File: src/rtl/turn_switch_ctrl.sv
// ----------------------------------------------------------------------------
// turn_switch_ctrl
//
// Purpose:
//   Turn-switch controller for a 2..4 player board game. It tracks which
//   player is active and ends the local player's turn in one of two ways:
//   draw DRAW_CNT cards and then pass (draw-and-next), or pass directly
//   (done-and-next). In both cases it broadcasts a STATE_TURN message that
//   names the next player. When the remote board sends STATE_TURN, the
//   active player is updated from the payload.
//
// Optional feature (macro TURN_TIMEOUT_EN):
//   A 32-bit turn timer runs while it is the local player's turn and the FSM
//   is idle. When it expires, the controller forces a draw-and-next if the
//   deck allows it, and a done-and-next otherwise. timeout_pending stays
//   high until the turn changes. With the macro undefined there is no timer
//   and timeout_pending is 0.
//
// Ports:
//   clk, rst             clock, synchronous active-high reset
//   interboard_rst       synchronous reset from the remote board (same as rst)
//   game_running         game is in a play state
//   done_and_next        pulse: end the turn without drawing
//   draw_and_next        pulse: draw DRAW_CNT cards, then end the turn
//   can_done, can_draw   legality of done / deck non-empty
//   my_card_cnt          local hand size
//   inter_ready          transmitter finished the previous message
//   interboard_en/_msg_type/_block_x   received message
//   draw_done            draw engine finished one card
//   draw_req             pulse: draw one card
//   active_player        ID of the player whose turn it is
//   my_turn              it is the local player's turn and the game is running
//   switch_turn          pulse: the turn changed
//   ctrl_en/_msg_type/_block_x   outgoing message
//   timeout_pending      a forced end of turn is in progress
// ----------------------------------------------------------------------------
`ifndef STATE_TURN
`define STATE_TURN 4'd5
`endif

module turn_switch_ctrl #(
   parameter int          PLAYER         = 0,
   parameter int          NUM_PLAYERS    = 2,
   parameter int          DRAW_CNT       = 1,
   parameter logic [31:0] TIMEOUT_CYCLES = 32'd1_000_000_000
) (
   input  logic       clk,
   input  logic       rst,
   input  logic       interboard_rst,
   input  logic       game_running,
   input  logic       done_and_next,
   input  logic       draw_and_next,
   input  logic       can_done,
   input  logic       can_draw,
   input  logic [6:0] my_card_cnt,
   input  logic       inter_ready,
   input  logic       interboard_en,
   input  logic [3:0] interboard_msg_type,
   input  logic [4:0] interboard_block_x,
   input  logic       draw_done,
   output logic       draw_req,
   output logic [1:0] active_player,
   output logic       my_turn,
   output logic       switch_turn,
   output logic       ctrl_en,
   output logic [3:0] ctrl_msg_type,
   output logic [4:0] ctrl_block_x,
   output logic       timeout_pending
);

   localparam logic [1:0] LP_PLAYER   = PLAYER[1:0];
   localparam logic [2:0] LP_NUM      = NUM_PLAYERS[2:0];
   localparam logic [1:0] LP_LAST     = 2'(NUM_PLAYERS - 1);
   localparam logic [1:0] LP_DRAW_CNT = DRAW_CNT[1:0];

   typedef enum logic [2:0] {
      S_IDLE      = 3'd0,
      S_DRAW_REQ  = 3'd1,
      S_DRAW_WAIT = 3'd2,
      S_SEND      = 3'd3,
      S_WAIT_TX   = 3'd4,
      S_FIN       = 3'd5
   } state_t;

   state_t     r_state;
   logic [1:0] r_active_player;
   logic [1:0] r_new_player;
   logic [1:0] r_draw_cnt;
   logic       r_draw_req;
   logic       r_ctrl_en;
   logic       r_switch_turn;
   logic [3:0] r_ctrl_msg_type;
   logic [4:0] r_ctrl_block_x;

   logic       w_rst;
   logic       w_my_turn;
   logic [1:0] w_next_player;
   logic [1:0] w_rx_player;
   logic       w_timeout_hit;
   logic       w_go_draw;
   logic       w_go_done;
   logic       w_go_remote;
   logic       w_draw_last;

   assign w_rst     = rst | interboard_rst;
   assign w_my_turn = (r_active_player == LP_PLAYER) && game_running;

   // Wrap after the last seated player (for three players, 2 goes to 0).
   assign w_next_player = (r_active_player == LP_LAST) ? 2'd0 : (r_active_player + 2'd1);

   // A remote ID that names a seat that does not exist falls back to player 0.
   assign w_rx_player = ({1'b0, interboard_block_x[1:0]} >= LP_NUM) ? 2'd0
                                                                    : interboard_block_x[1:0];

   // The timer pulse behaves like a draw_and_next, or like a done_and_next
   // that skips the legality checks when the deck is empty.
   assign w_go_draw   = w_my_turn && can_draw && (draw_and_next || w_timeout_hit);
   assign w_go_done   = w_my_turn && ((done_and_next && can_done && (my_card_cnt != 7'd0))
                                      || (w_timeout_hit && !can_draw));
   assign w_go_remote = interboard_en && (interboard_msg_type == `STATE_TURN) && !w_my_turn;
   assign w_draw_last = ((r_draw_cnt + 2'd1) == LP_DRAW_CNT);

`ifdef TURN_TIMEOUT_EN
   logic [31:0] r_timer;
   logic        r_timeout_pending;

   assign w_timeout_hit = (r_state == S_IDLE) && w_my_turn
                          && (r_timer == (TIMEOUT_CYCLES - 32'd1));

   // Turn timer: runs only while idle on our own turn and restarts otherwise.
   always_ff @(posedge clk) begin
      if (w_rst) begin
         r_timer <= 32'd0;
      end else if ((r_state == S_IDLE) && w_my_turn && !w_timeout_hit) begin
         r_timer <= r_timer + 32'd1;
      end else begin
         r_timer <= 32'd0;
      end
   end

   // Forced-turn flag: set on expiry and dropped as the turn changes.
   always_ff @(posedge clk) begin
      if (w_rst) begin
         r_timeout_pending <= 1'b0;
      end else if (w_timeout_hit) begin
         r_timeout_pending <= 1'b1;
      end else if ((r_state == S_WAIT_TX) && inter_ready) begin
         r_timeout_pending <= 1'b0;
      end else begin
         r_timeout_pending <= r_timeout_pending;
      end
   end

   assign timeout_pending = r_timeout_pending;
`else
   logic w_unused;

   // Upper payload bits and the timer length have no use in this build.
   assign w_unused        = ^{interboard_block_x[4:2], (TIMEOUT_CYCLES == 32'd0)};
   assign w_timeout_hit   = 1'b0;
   assign timeout_pending = 1'b0;
`endif

   // Turn-switch FSM. The pulse outputs are registered on the transition
   // into the state that owns them, so each pulse lines up with its state.
   always_ff @(posedge clk) begin
      if (w_rst) begin
         r_state         <= S_IDLE;
         r_active_player <= 2'd0;
         r_new_player    <= 2'd0;
         r_draw_cnt      <= 2'd0;
         r_draw_req      <= 1'b0;
         r_ctrl_en       <= 1'b0;
         r_switch_turn   <= 1'b0;
         r_ctrl_msg_type <= 4'd0;
         r_ctrl_block_x  <= 5'd0;
      end else begin
         r_draw_req    <= 1'b0;
         r_ctrl_en     <= 1'b0;
         r_switch_turn <= 1'b0;
         case (r_state)
            S_IDLE: begin
               if (w_go_draw) begin
                  r_state    <= S_DRAW_REQ;
                  r_draw_cnt <= 2'd0;
                  r_draw_req <= 1'b1;
               end else if (w_go_done) begin
                  r_state         <= S_SEND;
                  r_ctrl_en       <= 1'b1;
                  r_ctrl_msg_type <= `STATE_TURN;
                  r_ctrl_block_x  <= {3'b000, w_next_player};
                  r_new_player    <= w_next_player;
               end else if (w_go_remote) begin
                  r_state         <= S_FIN;
                  r_switch_turn   <= 1'b1;
                  r_active_player <= w_rx_player;
               end else begin
                  r_state <= S_IDLE;
               end
            end
            S_DRAW_REQ: begin
               r_state <= S_DRAW_WAIT;
            end
            S_DRAW_WAIT: begin
               if (draw_done) begin
                  r_draw_cnt <= r_draw_cnt + 2'd1;
                  // An empty deck ends the draw early; the turn still passes.
                  if (w_draw_last || !can_draw) begin
                     r_state         <= S_SEND;
                     r_ctrl_en       <= 1'b1;
                     r_ctrl_msg_type <= `STATE_TURN;
                     r_ctrl_block_x  <= {3'b000, w_next_player};
                     r_new_player    <= w_next_player;
                  end else begin
                     r_state    <= S_DRAW_REQ;
                     r_draw_req <= 1'b1;
                  end
               end else begin
                  r_state <= S_DRAW_WAIT;
               end
            end
            S_SEND: begin
               r_state <= S_WAIT_TX;
            end
            S_WAIT_TX: begin
               if (inter_ready) begin
                  r_state         <= S_FIN;
                  r_switch_turn   <= 1'b1;
                  r_active_player <= r_new_player;
               end else begin
                  r_state <= S_WAIT_TX;
               end
            end
            S_FIN: begin
               r_state <= S_IDLE;
            end
            default: begin
               r_state <= S_IDLE;
            end
         endcase
      end
   end

   assign draw_req      = r_draw_req;
   assign active_player = r_active_player;
   assign my_turn       = w_my_turn;
   assign switch_turn   = r_switch_turn;
   assign ctrl_en       = r_ctrl_en;
   assign ctrl_msg_type = r_ctrl_msg_type;
   assign ctrl_block_x  = r_ctrl_block_x;

endmodule

File: config.mk
export PLATFORM = sky130hd
export DESIGN_NAME = turn_switch_ctrl
export DESIGN_NICKNAME = d
export VERILOG_FILES = /design/src/rtl/turn_switch_ctrl.sv
export SDC_FILE = /design/constraint.sdc
export NUM_CORES = 1
export LEC_CHECK = 0
export CORE_ASPECT_RATIO = 0.7
export CORE_MARGIN = 4
export CORE_UTILIZATION = 40
export CTS_CLUSTER_DIAMETER = 60
export CTS_CLUSTER_SIZE = 20
export DETAILED_ROUTE_END_ITERATION = 6
export GPL_ROUTABILITY_DRIVEN = 0
export GPL_TIMING_DRIVEN = 0
export PLACE_DENSITY_LB_ADDON = 0.1
export SETUP_SLACK_MARGIN = 0.05
export SLEW_MARGIN = 20
export SYNTH_ARGS = -nofsm -noshare
export SYNTH_HDL_FRONTEND = slang
export SYNTH_SLANG_ARGS = --single-unit
File: constraint.sdc
create_clock -name clk -period 2.42 [get_ports clk]
set_input_delay 0.363 -clock clk [delete_from_list [all_inputs] [get_ports clk]]
set_output_delay 0.363 -clock clk [all_outputs]
set_load 0.02 [all_outputs]
# [After elaboration in Yosys (flattened, before gate mapping)]
# Cells that the tools add are included.
[word_totals] ff_bits=21 input_bits=27 output_inout_bits=16 word_cells=93
[classes] add_sub_neg=2 order_cmp=1 n_eq_ne=15 mux=46 n_bitwise=1 n_reduce_logical=19
[op_table] op="$mux W2" count=13
[op_table] op="$mux W5" count=4
[op_table] op="$mux W4" count=4
[op_table] op="$ne A2 B2 Y1 const B" count=8
[op_table] op="$pmux W3 S5" count=1
[op_table] op="$mux W1" count=12
[op_table] op="$mux W3" count=4
[op_table] op="$pmux W2 S2" count=3
[op_table] op="$pmux W5 S2" count=1
[op_table] op="$reduce_and A5 Y1" count=2
[op_table] op="$logic_and A1 B1 Y1" count=8
[op_table] op="$pmux W4 S2" count=1
[op_table] op="$reduce_bool A7 Y1" count=1
[op_table] op="$eq A3 B2 Y1 const B" count=2
[op_table] op="$pmux W1 S2" count=3
[op_table] op="$add A2 B1 Y2 const B" count=2
[op_table] op="$eq A2 B1 Y1 const B" count=2
[op_table] op="$eq A4 B3 Y1 const B" count=1
[op_table] op="$reduce_bool A2 Y1" count=2
[op_table] op="$eq A3 B1 Y1 const B" count=1
[op_table] op="$eq A3 B3 Y1 const B" count=1
[op_table] op="$logic_not A3 Y1" count=1
[op_table] op="$reduce_and A3 Y1" count=1
[op_table] op="$ge A2 B2 Y1 const B" count=1
[op_table] op="4 further kinds" count=5

# [Depth between registers and ports, before layout]
# Gate-level depths: netlist of the first run.
[depth] word_depth=8 ltp_mapped=6 ltp_nobuf=6

# [Worst setup path after synthesis of the first run]
# No wires, ideal clock.
[synth_timing] kind="register to register" start="register r_active_player[1], in the netlist active_player[1]" end="register r_ctrl_block_x[1], in the netlist ctrl_block_x[1]" setup_time_ns=0.072 arrival_time_ns=1.641 t_required_ns=2.348 path_slack_ns=0.707 stages_incl_launch_ff=5 path_buffers=0 period_less_slack_ns=1.713 path_cell_list="dfxtp_1 -> or4b_4 -> or3_4 -> o21ai_4 -> mux2i_1"
[synth_via] elab_chain_len=6 word_cells_on_any_way=16 cone_classes="1 x add/sub; 3 x eq/ne; 6 x mux; 6 x reduce/logical"
[synth_lines] item="from (decl)" line="86" text="logic [1:0] r_active_player;"
[synth_lines] item="from (signal assigned)" line="196" text="r_active_player <= w_rx_player;"
[synth_lines] item="from (signal assigned)" line="229" text="r_active_player <= r_new_player;"
[synth_lines] item="branches (longest 6 deep; another with $add A2 B1 Y2)"
[synth_lines] item="to (signal assigned)" line="191" text="r_ctrl_block_x <= {3'b000, w_next_player};"
[synth_lines] item="to (signal assigned)" line="212" text="r_ctrl_block_x <= {3'b000, w_next_player};"
[synth_lines] item="to (decl)" line="93" text="logic [4:0] r_ctrl_block_x;"
# Several ways; the timed one is not identified. The select of a mux whose other input is x is not followed.
# A chain may end at the register's enable or synchronous reset.

# [Worst setup path after layout of the first run]
[layout_timing] start="input port game_running" end="output port my_turn"
[layout_via] elab_chain_len=1
[layout_lines] item="from (decl)" line="50" text="input logic game_running,"
[layout_lines] item="$logic_and A1 B1 Y1" line="106" text="assign w_my_turn = (r_active_player == LP_PLAYER) && game_running;"
[layout_lines] item="to (decl)" line="63" text="output logic my_turn,"
# No other way between the ends.

==> impl_summary.md, run 1 <==
Timing
Setup total negative slack on the finished layout was measured at 0 ns. The final clock skew is 0.000505 ns. The post-route clock period utilization is 89.2%. Setup repair after global routing left no endpoint under its margin. At the pin with the least slew margin, the transition time is 0.665 ns. The number of hold violations in the final report is 0.

Based on the critical path, the design can be clocked at up to 0.463 GHz. Across all setup checks in the final design, the least slack found is 0.261 ns. The number of pins exceeding their max-slew limit in the final report is 0. The worst hold slack after final layout is 0.477 ns. The relative slew slack is 55.3%. The count of final setup violators is 0. The final critical-path required period is 2.16 ns.

CTS
Post-CTS repair changed the size of 0 cells. At the later pin of the worst-skew pair, clock insertion delay measures 0.27 ns. The buffer depth of the longest clock path is 2. The total number of clock tree sinks is 13.

Clock-pin slew was measured on the worst setup and hold paths at 0.08 ns. The quantity of hold-fixing buffers added after cts is 0. The TritonCTS clock tree is yes. The master cell of the clock root buffer is clkbuf_4.

The CTS H-tree depth is 1. Post-CTS timing repair inserted 0 buffers for setup. In this run, CTS created clock tree buffers numbering 3.

Setup path
The family with the most delay on the worst path is buffers and inverters. The endpoint identified for the worst register-to-register timing path is ctrl_block_x[1]. The number of cells on the worst reg-to-reg path is 4. For the worst setup path, the data arrival time is 1.80 ns. STA classifies the critical path endpoint as an output port. The startpoint of the worst register-to-register path is active_player[0].

The kind of start point of the critical path is an input port. The number of buffer and inverter stages on the critical path is 2. Walking the worst path, the cells encountered are clkdlybuf4s50_1 -> nor3b_1 -> clkdlybuf4s50_1. The critical path in this run is classified as in2out. The startpoint of the worst setup timing path is game_running.

In this run the worst setup path terminates at my_turn. The biggest fanout along the worst timing path is 2. For the worst setup path, the data required time is 2.06 ns.

Among all stages on the critical path, the largest delay is contributed by clkdlybuf4s50_1. The critical path runs through a total of 3 cells. The worst register-to-register path has a setup slack of 0.69 ns. The highest cell delay on the worst timing path is 0.67 ns. The most numerous cell type found on the critical path is clkdlybuf4s50_1.

Floorplan
The vertical die dimension is 44.3 um. The floorplan step defined a die boundary enclosing 0.00266 mm2. The I/O pin total is 43. Measured along the x axis, the die boundary spans 59.9 um.

The initial core utilization is 44.9%. The row count is 12. The core region is 0.00168 mm2.

Logic synthesis
Synthesis inferred 13 register bits. The synthesized netlist contains 36 unique library cells. Counting flops with a built-in enable in the synthesized netlist gives 0. The most used flip-flop cell after synthesis is dfxtp_1. The share of the yosys chip area belonging to registers is 34.5%. By area the synthesized netlist is led by dfxtp_1 (34%), buf_4 (7.0%), nand2_1 (5.5%). After synthesis, the largest area contributor takes up 34.5% of total cell area. The share of synthesized flip-flops with an asynchronous set or reset is 0%.

The synthesized design spends more area on one cell type than any other, namely dfxtp_1. The mean instance size in the synthesized netlist is 8.48 um2. The Yosys step of the flow raised 0 warnings. The synthesized instance count is 89.

The cell area that synthesis handed to floorplanning was 754 um2.

Hold path
The type of the tightest min-delay check is reg2reg. The count of cells along the worst hold path is 2. The startpoint identified for the worst hold timing path is ctrl_msg_type[0].

Drt
The pre-antenna-repair detailed-routing pass consisted of 4 iterations. The count of nets left with antenna violations once routing finished came out at 0. After the first detailed-routing iteration, the DRC count stood at 15.

The final wirelength is 1920 um. Dividing the detail-routed wire length by the instance count gives 12.7 um. The routed layout has 759 vias. The number of design rule violations left after detail routing is 0.

The mean number of vias per cell is 4.99.

GRT
Entering global routing, the biggest net connects 10 pins. For met3 alone, demand over resource in global routing was 6.71%. The total track usage is 14.8%. The first global-routing pass estimated 3010 um of wire. The global routing's busiest layer is met2. In the global route stage, met1 resource usage came out at 17.9%. The number of global-route vias before repair is 692. For met2 alone, demand over resource in global routing was 25.2%.

The total overflow left after global routing is 0. The number of antenna violations at the first check in global routing is 0.

Layout
The area overhead of the layout relative to synthesis is 53.2%. After the last flow step, the layout net total stands at 160. The number of antenna diodes in the final layout is 0. Cells with a size suffix above 1 make up 14.5% of the layout. The final design area excluding fillers is 0.00116 mm2.

Outcome
The run finished with clean final reports.

Power and ir drop
The leakage power summed over all cells is 0.441 nW. The worst supply voltage drop on vdd is 292 uV. Dividing total power by cell area gives a power density of 397 mW/mm2. The power consumption is 0.459 mW.

Placed design
After detailed placement, the total cell area comes to 0.00113 mm2. The HPWL after detailed placement is 1590 um. Input and output buffers added on the ports amount to 33. The post-placement setup slack is 0.272 ns.

Job
The tool flagged a number of max-cap violations equal to 0.
## logic make-up (layout without fill, tap and decap cells)
kind of cell	count (synthesis)	count (layout)	share of synthesized area (%)
DFF	13	13	34.5
other	1	6	0.497
muxes	2	2	2.65
AOI/OAI and AO/OA	20	20	21.6
buffers and inverters	13	50	9.95
and+or+nand+nor	39	39	29.2
adders and majority gates	1	1	1.66
## synthesized netlist by cell type (2+ instances only)
master,count
a21oi_1,8
and3_1,2
buf_1,2
buf_4,7
dfxtp_1,13
inv_1,4
mux2i_1,2
nand2_1,11
nand3b_1,2
nor2_1,7
nor3_1,3
o21ai_0,4
## power by group
part / internal [mW] / switching [mW] / leakage [nW]
Sequential: 0.217 / 0.00339 / 0.105
Clock: 0.0639 / 0.0731 / 0.0150
Combinational: 0.0598 / 0.0422 / 0.321
Total: 0.341 / 0.119 / 0.441
## worst min path at each step
stage | to
global placement | ctrl_msg_type[0]
detailed placement | ctrl_msg_type[0]
floorplan | r_draw_cnt[1]
finish | ctrl_msg_type[0]
global route | r_draw_cnt[1]
CTS | r_draw_cnt[1]
## state kept, by name, summed over array words and instances (netlist names)
name           flops
ctrl_block_x       2
r_state            3
active_player      2
ctrl_en            1
ctrl_msg_type      1
draw_req           1
r_draw_cnt         2
switch_turn        1
## placed cells by master, fill, tap and decap left out, types with 3 or more instances in the layout
cell type,Yosys,final
inv_1,4,4
nor3_1,3,3
nand2_1,11,11
buf_4,7,7
clkdlybuf4s50_1,0,33
a21oi_1,8,8
o21ai_0,4,4
clkbuf_4,0,3
conb_1,1,6
nor2_1,7,7
dfxtp_1,13,13
## layout make-up
type                            count  area [um2]
Sequential cell                    13         260
Fill cell                         141         526
Buffer                              9        60.1
Inverter                            4        15.0
Tap cell                           21        26.3
Timing Repair Buffer               33         330
Multi-Input combinational cell     68         438
Clock buffer                        4        26.3
## stage by stage
step / utilization [%] / instances
6_report: 68.8 / 152
5_1_grt: 68.8 / 152
4_1_cts: 68.8 / 152
3_5_place_dp: 67.2 / 148
3_3_place_gp: 67.2 / 148
2_1_floorplan: - / 94
## worst reg2reg max path: stages, from the launching register on
cell and delay, ns:
dfxtp_1 0.37, or4b_4 0.57, or3_4 0.42, o21ai_4 0.10, mux2i_1 0.20
## routing by layer
metal  up-vias  wire [um]
met1       338        825
met2        35        855
met3         0        242
li1        386          -
met5         -          0
met4         0          0
No activity file was read; power rests on OpenSTA's default activity.
==> run 2, diff against run 1 <==
Settings changed: CORE_MARGIN 4 to unset.
==> run 2 against run 1 <==
Compared with the run above: register-to-register slack barely moved; worst setup slack gained 0.059 ns; power decreased by 1.5%; critical path type unchanged.
==> impl_summary.md, run 2 (same netlist as run 1, synthesis figures left out) <==
Outcome
Result of the run: finished clean (unchanged).

Drt
The count of TritonRoute iterations in the first routing pass is 4 (unchanged). The final wirelength came to 1640 um (was 1920 um). The mean number of vias per cell came to 4.86 (was 4.99).

The post-route antenna net violation count is 0 (unchanged). The number of design-rule violations left by the first detailed-router iteration was 20 (was 15). The total vias in the final route is 738 (was 759). The number of design rule violations left after detail routing is 0 (unchanged). The detailed-route wire length per cell came to 10.8 um (was 12.7 um).

Layout
The area overhead of the layout relative to synthesis came to 53.2% (unchanged). The layout cell share with drive strength beyond 1 was 14.5% (unchanged). The post-layout net count is 160 (unchanged). The multi-input gate area in the final layout is 438 um2 (unchanged). The final design area excluding fillers was 0.00116 mm2 (unchanged). The largest register by flop count is r_state (unchanged). The number of diodes is 0 (unchanged). The fill cell total of the finished layout was 139 (was 141). The filler-free cell count of the finished design is 152 (unchanged). The most frequent standard cell in the layout excluding fill and tap cells was clkdlybuf4s50_1 (unchanged).

The final design utilization came to 68.8% (unchanged). The register area is 260 um2 (unchanged). The number of flip-flops under the largest register name was 3 (unchanged).

Highest-count cells in the layout ignoring fill and taps: clkdlybuf4s50_1 (33), dfxtp_1 (13), nand2_1 (11) (unchanged).

Timing
The number of pins exceeding their max-slew limit in the final report is 0 (unchanged). The relative slew slack is 58.3% (was 55.3%). The count of final setup violators is 0 (unchanged). RSZ-0062 raised after global routing: false (unchanged). The post-route clock period utilization was 86.8% (was 89.2%).

The pin slew with the least headroom to its limit is 0.620 ns (was 0.665 ns). The final clock skew came to 0.00459 ns (was 0.000505 ns). The worst hold slack after final layout is 0.468 ns (was 0.477 ns). The number of hold violations in the final report is 0 (unchanged).

The final critical-path required period came to 2.10 ns (was 2.16 ns). The highest clock rate is 0.476 GHz (was 0.463 GHz). The total negative setup slack is 0 ns (unchanged).

Setup path
The number of cells on the worst reg-to-reg path was 4 (unchanged). The startpoint of the worst register-to-register path is active_player[0] (unchanged). Cells along the critical path: clkdlybuf4s50_1 -> nor3b_1 -> clkdlybuf4s50_1 (unchanged). The critical path class was in2out (unchanged). The most numerous cell on the critical path is clkdlybuf4s50_1 (unchanged). The number of logic stages on the critical path including buffering is 3 (unchanged). The kind of capture point of the worst setup path is an output port (unchanged).

The master of the slowest instance on the critical path is clkdlybuf4s50_1 (unchanged). The number of buffer and inverter stages on the critical path was 2 (unchanged). The critical path data arrival time came to 1.74 ns (was 1.80 ns). The flop-to-flop setup slack is 0.69 ns (about the same). The family with the most delay on the worst path is buffers and inverters (unchanged). The biggest fanout along the worst timing path is 2 (unchanged). The kind of start point of the critical path is an input port (unchanged).

The worst endpoint required time was 2.06 ns (about the same). The end of the worst register-to-register path is ctrl_block_x[1] (unchanged). The highest cell delay on the worst timing path is 0.65 ns (was 0.67 ns).

CTS
The total setup buffers inserted after CTS is 0 (unchanged). The total number of clock tree sinks is 13 (unchanged). The post-cts resize count is 0 (unchanged). The quantity of hold-fixing buffers added after cts is 0 (unchanged). The number of buffers created by CTS is 3 (unchanged). The register clock-pin slew on the reported worst setup and hold paths came to 0.07 ns (was 0.08 ns). The TritonCTS clock tree is yes (unchanged). The later-pin clock latency in the skew report is 0.27 ns (about the same). The CTS H-tree depth is 1 (unchanged). The buffer depth of the longest clock path was 2 (unchanged). The master cell of the clock root buffer is clkbuf_4 (unchanged).

Hold path
The count of cells along the worst hold path came to 2 (unchanged). The hold-critical path endpoint was ctrl_msg_type[0] (unchanged). The type of the tightest min-delay check was reg2reg (unchanged). The launch point of the worst hold path is ctrl_msg_type[0] (unchanged).

GRT
The sum of overflow across all layers after global routing is 0 (unchanged). The number of antenna violations at the first check in global routing was 0 (unchanged). The maximum number of pins on one net before global-route repair came to 10 (unchanged). The number of global-route vias before repair was 646 (was 692). The total track usage is 17.8% (was 14.8%). The wire length of the first global-routing pass is 2590 um (was 3010 um).

Placed design
The quantity of I/O buffers inserted on ports is 33 (unchanged). The post-placement cell area is 0.00113 mm2 (unchanged). The detailed placer's ending HPWL is 1330 um (was 1590 um).

The post-placement cell count is 148 (unchanged).

Floorplan
The initial core utilization came to 44.9% (unchanged). The row count is 12 (unchanged). The I/O pin total was 43 (unchanged). The total die area is 0.00207 mm2 (was 0.00266 mm2). The area of the core region came to 0.00168 mm2 (unchanged). The vertical die dimension is 38.3 um (was 44.3 um).

The width of the chip was 53.9 um (was 59.9 um).

Power and ir drop
The leakage power summed over all cells is 0.441 nW (unchanged). The power density over cell area is 392 mW/mm2 (was 397 mW/mm2). The worst supply voltage drop on vdd came to 363 uV (was 292 uV).

Job
The number of maximum-capacitance violations is 0 (unchanged).
run 2: cell counts in the layout (fill, tap and decap cells not counted):
No cell type changed its count.
run 2: worst min-delay path: stages, from the launching register on:
cell     delay (ns)
dfxtp_1        0.33
inv_1          0.05
a21oi_1        0.05
run 2: how the worst max path moves through the flow:
stage / startpoint / endpoint / slack, ns
6_report: game_running / my_turn / 0.32
3_3_place_gp: game_running / ctrl_block_x[1] / 0.31
3_5_place_dp: game_running / ctrl_block_x[1] / 0.30
2_1_floorplan: active_player[1] / ctrl_block_x[1] / 0.71
5_1_grt: game_running / my_turn / 0.24
4_1_cts: game_running / my_turn / 0.31
run 2: final cells by class:
cell class              count  share of cell area [%]
clock buffers               4                    2.27
repair buffers             33                    28.6
plain buffers               9                    5.19
multi-input cells          68                    37.9
inverters                   4                    1.30
well taps                  21                    2.27
flip-flops and latches     13                    22.5
run 2: where the power goes:
part | internal [mW] | switching, mW
combinational | 0.0598 | 0.0412
sequential | 0.217 | 0.00326
clock | 0.0638 | 0.0678
run 2: layer usage:
metal | global-route usage (%) | up-vias | routed length [um]
met4 | 1.97 | 0 | 0
li1 | - | 384 | -
met1 | 22.8 | 314 | 778
met2 | 29.3 | 40 | 684
met5 | 0 | - | 0
met3 | 5.95 | 0 | 180
run 2: through the flow:
step                      setup slack (ns)  total power, mW
after global routing                 0.244            0.478
after detailed placement             0.296            0.326
after CTS                            0.309            0.456
after global placement               0.305            0.325
after floorplan                      0.707            0.276
final                                0.320            0.453
==> run 3, diff against run 2 <==
Settings changed: CAP_MARGIN set to 20, GPL_TIMING_DRIVEN 0 to unset.
==> run 3 against run 2 <==
Compared with the run above: power decreased by 1.1%; count of clock-buffer cells in the layout unchanged; worst setup slack about the same; maximum frequency is essentially flat; routed wire length down 1.9%; register-to-register slack about the same; combinational power shrank 9%; sequential power is essentially flat; sequential share of layout area increased by 1.1 points; core utilization shrank 3.1 points; die area did not move; global-route usage shrank 0.38 points; critical path type unchanged.
==> impl_summary.md, run 3 (same netlist as run 1, synthesis figures left out) <==
CTS
The master cell of the clock root buffer is clkbuf_4 (unchanged). The TritonCTS clock tree was yes (unchanged). The quantity of hold-fixing buffers added after cts was 0 (unchanged). The later-pin clock latency in the skew report is 0.28 ns (was 0.27 ns).

The number of buffers created by CTS is 3 (unchanged). The CTS H-tree depth is 1 (unchanged). The register clock-pin slew on the reported worst setup and hold paths came to 0.08 ns (was 0.07 ns).

The post-cts resize count is 0 (unchanged). The total number of clock tree sinks came to 13 (unchanged). The total setup buffers inserted after CTS is 0 (unchanged). The buffer depth of the longest clock path is 2 (unchanged).

Setup path
The kind of start point of the critical path is an input port (unchanged). The critical path data arrival time came to 1.74 ns (about the same). The startpoint of the worst register-to-register path is active_player[0] (unchanged).

The kind of capture point of the worst setup path is an output port (unchanged). The critical path class is in2out (unchanged). The flop-to-flop setup slack is 0.70 ns (was 0.69 ns). The worst endpoint required time is 2.06 ns (about the same). The number of cells on the worst reg-to-reg path is 4 (unchanged). The startpoint of the worst setup timing path is game_running (unchanged). The biggest fanout along the worst timing path is 2 (unchanged).

Power and ir drop
The leakage power summed over all cells is 0.406 nW (was 0.441 nW). The power density over cell area came to 406 mW/mm2 (was 392 mW/mm2). The power consumption is 0.448 mW (was 0.453 mW). The worst supply voltage drop on vdd was 383 uV (was 363 uV).

Timing
The final critical-path required period was 2.10 ns (about the same). The number of hold violations in the final report came to 0 (unchanged). The total negative setup slack is 0 ns (unchanged). The post-route clock period utilization came to 86.8% (about the same). The highest clock rate is 0.476 GHz (about the same). The count of final setup violators was 0 (unchanged). The number of pins exceeding their max-slew limit in the final report was 0 (unchanged). The least setup slack across all paths after layout is 0.320 ns (about the same). The final clock skew is 0.00149 ns (was 0.00459 ns). RSZ-0062 raised after global routing: false (unchanged).

GRT
The sum of overflow across all layers after global routing is 0 (unchanged). The number of global-route vias before repair came to 590 (was 646). The number of antenna violations at the first check in global routing is 0 (unchanged).

The maximum number of pins on one net before global-route repair is 10 (unchanged). The total track usage is 17.4% (was 17.8%). The wire length of the first global-routing pass came to 2510 um (was 2590 um).

Floorplan
The vertical die dimension is 38.3 um (unchanged). The I/O pin total is 43 (unchanged). The total die area is 0.00207 mm2 (unchanged). The initial core utilization is 44.9% (unchanged). The row count is 12 (unchanged). The area of the core region was 0.00168 mm2 (unchanged). The width of the chip is 53.9 um (unchanged).

Placed design
The quantity of I/O buffers inserted on ports was 33 (unchanged). The detailed placer's ending HPWL is 1270 um (was 1330 um). The post-placement cell area was 0.00108 mm2 (was 0.00113 mm2). The post-placement cell count is 140 (was 148). The post-placement setup slack came to 0.299 ns (was 0.296 ns).

Drt
The number of design rule violations left after detail routing came to 0 (unchanged). The number of design-rule violations left by the first detailed-router iteration is 10 (was 20). The total vias in the final route is 729 (was 738).

The final wirelength is 1610 um (was 1640 um). The detailed-route wire length per cell was 11.2 um (was 10.8 um). The post-route antenna net violation count is 0 (unchanged). The count of TritonRoute iterations in the first routing pass is 4 (unchanged). The mean number of vias per cell is 5.06 (was 4.86).

Job
The number of maximum-capacitance violations is 0 (unchanged).

Layout
The most frequent standard cell in the layout excluding fill and tap cells is clkdlybuf4s50_1 (unchanged). The filler-free cell count of the finished design is 144 (was 152). Highest-count cells in the layout ignoring fill and taps: clkdlybuf4s50_1 (33), dfxtp_1 (13), nand2_1 (11) (unchanged). The final design area excluding fillers was 0.00110 mm2 (was 0.00116 mm2). The area overhead of the layout relative to synthesis is 46.3% (was 53.2%). The number of diodes is 0 (unchanged). The fill cell total of the finished layout is 148 (was 139). The largest register by flop count is r_state (unchanged).

The post-layout net count is 152 (was 160). The layout cell share with drive strength beyond 1 is 10.6% (was 14.5%). The number of flip-flops under the largest register name was 3 (unchanged).

Outcome
Result of the run: finished clean (unchanged).

Hold path
The type of the tightest min-delay check is reg2reg (unchanged). The count of cells along the worst hold path is 2 (unchanged). The launch point of the worst hold path is ctrl_msg_type[0] (unchanged).
-- run 3: cell count changes in the layout (fill, tap and decap cells not counted), sizes merged --
| cell | before | now |
|---|---|---|
| buf | 9 | 1 |
-- run 3: worst paths after layout --
kind                      endpoint
hold / removal    ctrl_msg_type[0]
hold reg to reg   ctrl_msg_type[0]
setup reg to reg   ctrl_block_x[1]
setup / recovery           my_turn
-- run 3: metrics by stage --
step | util (%) | hold WS (ns)
2_1_floorplan | - | 0.448
3_3_place_gp | 64.1 | 0.447
3_5_place_dp | 64.1 | 0.461
4_1_cts | 65.6 | 0.473
5_1_grt | 65.6 | 0.493
6_report | 65.6 | 0.469
-- run 3: final cells by class --
cell class | count | area (um2) | area share (%)
tap | 21 | 26.3 | 2.38
multi-input combinational | 68 | 438 | 39.7
clock buffer | 4 | 26.3 | 2.38
timing repair buffer | 34 | 338 | 30.6
sequential | 13 | 260 | 23.6
inverter | 4 | 15.0 | 1.36
-- run 3: worst max-delay path: stages --
cell             delay [ns]
clkdlybuf4s50_1        0.46
nor3b_1                0.26
clkdlybuf4s50_1        0.66
-- run 3: layer usage --
layer / vias up / routed length [um] / track usage [%]
li1: 371 / - / -
met1: 318 / 745 / 23.7
met2: 40 / 672 / 25.0
met3: 0 / 194 / 7.14
met4: 0 / 0 / 3.95
met5: - / 0 / 0
-- run 3: report_power, final --
| part | leakage (nW) | switching [mW] | total (mW) | internal (mW) |
|---|---|---|---|---|
| Sequential | 0.105 | 0.00343 | 0.220 | 0.217 |
| Combinational | 0.286 | 0.0391 | 0.0918 | 0.0528 |
| Clock | 0.0150 | 0.0717 | 0.136 | 0.0640 |
| Total | 0.406 | 0.114 | 0.448 | 0.334 |
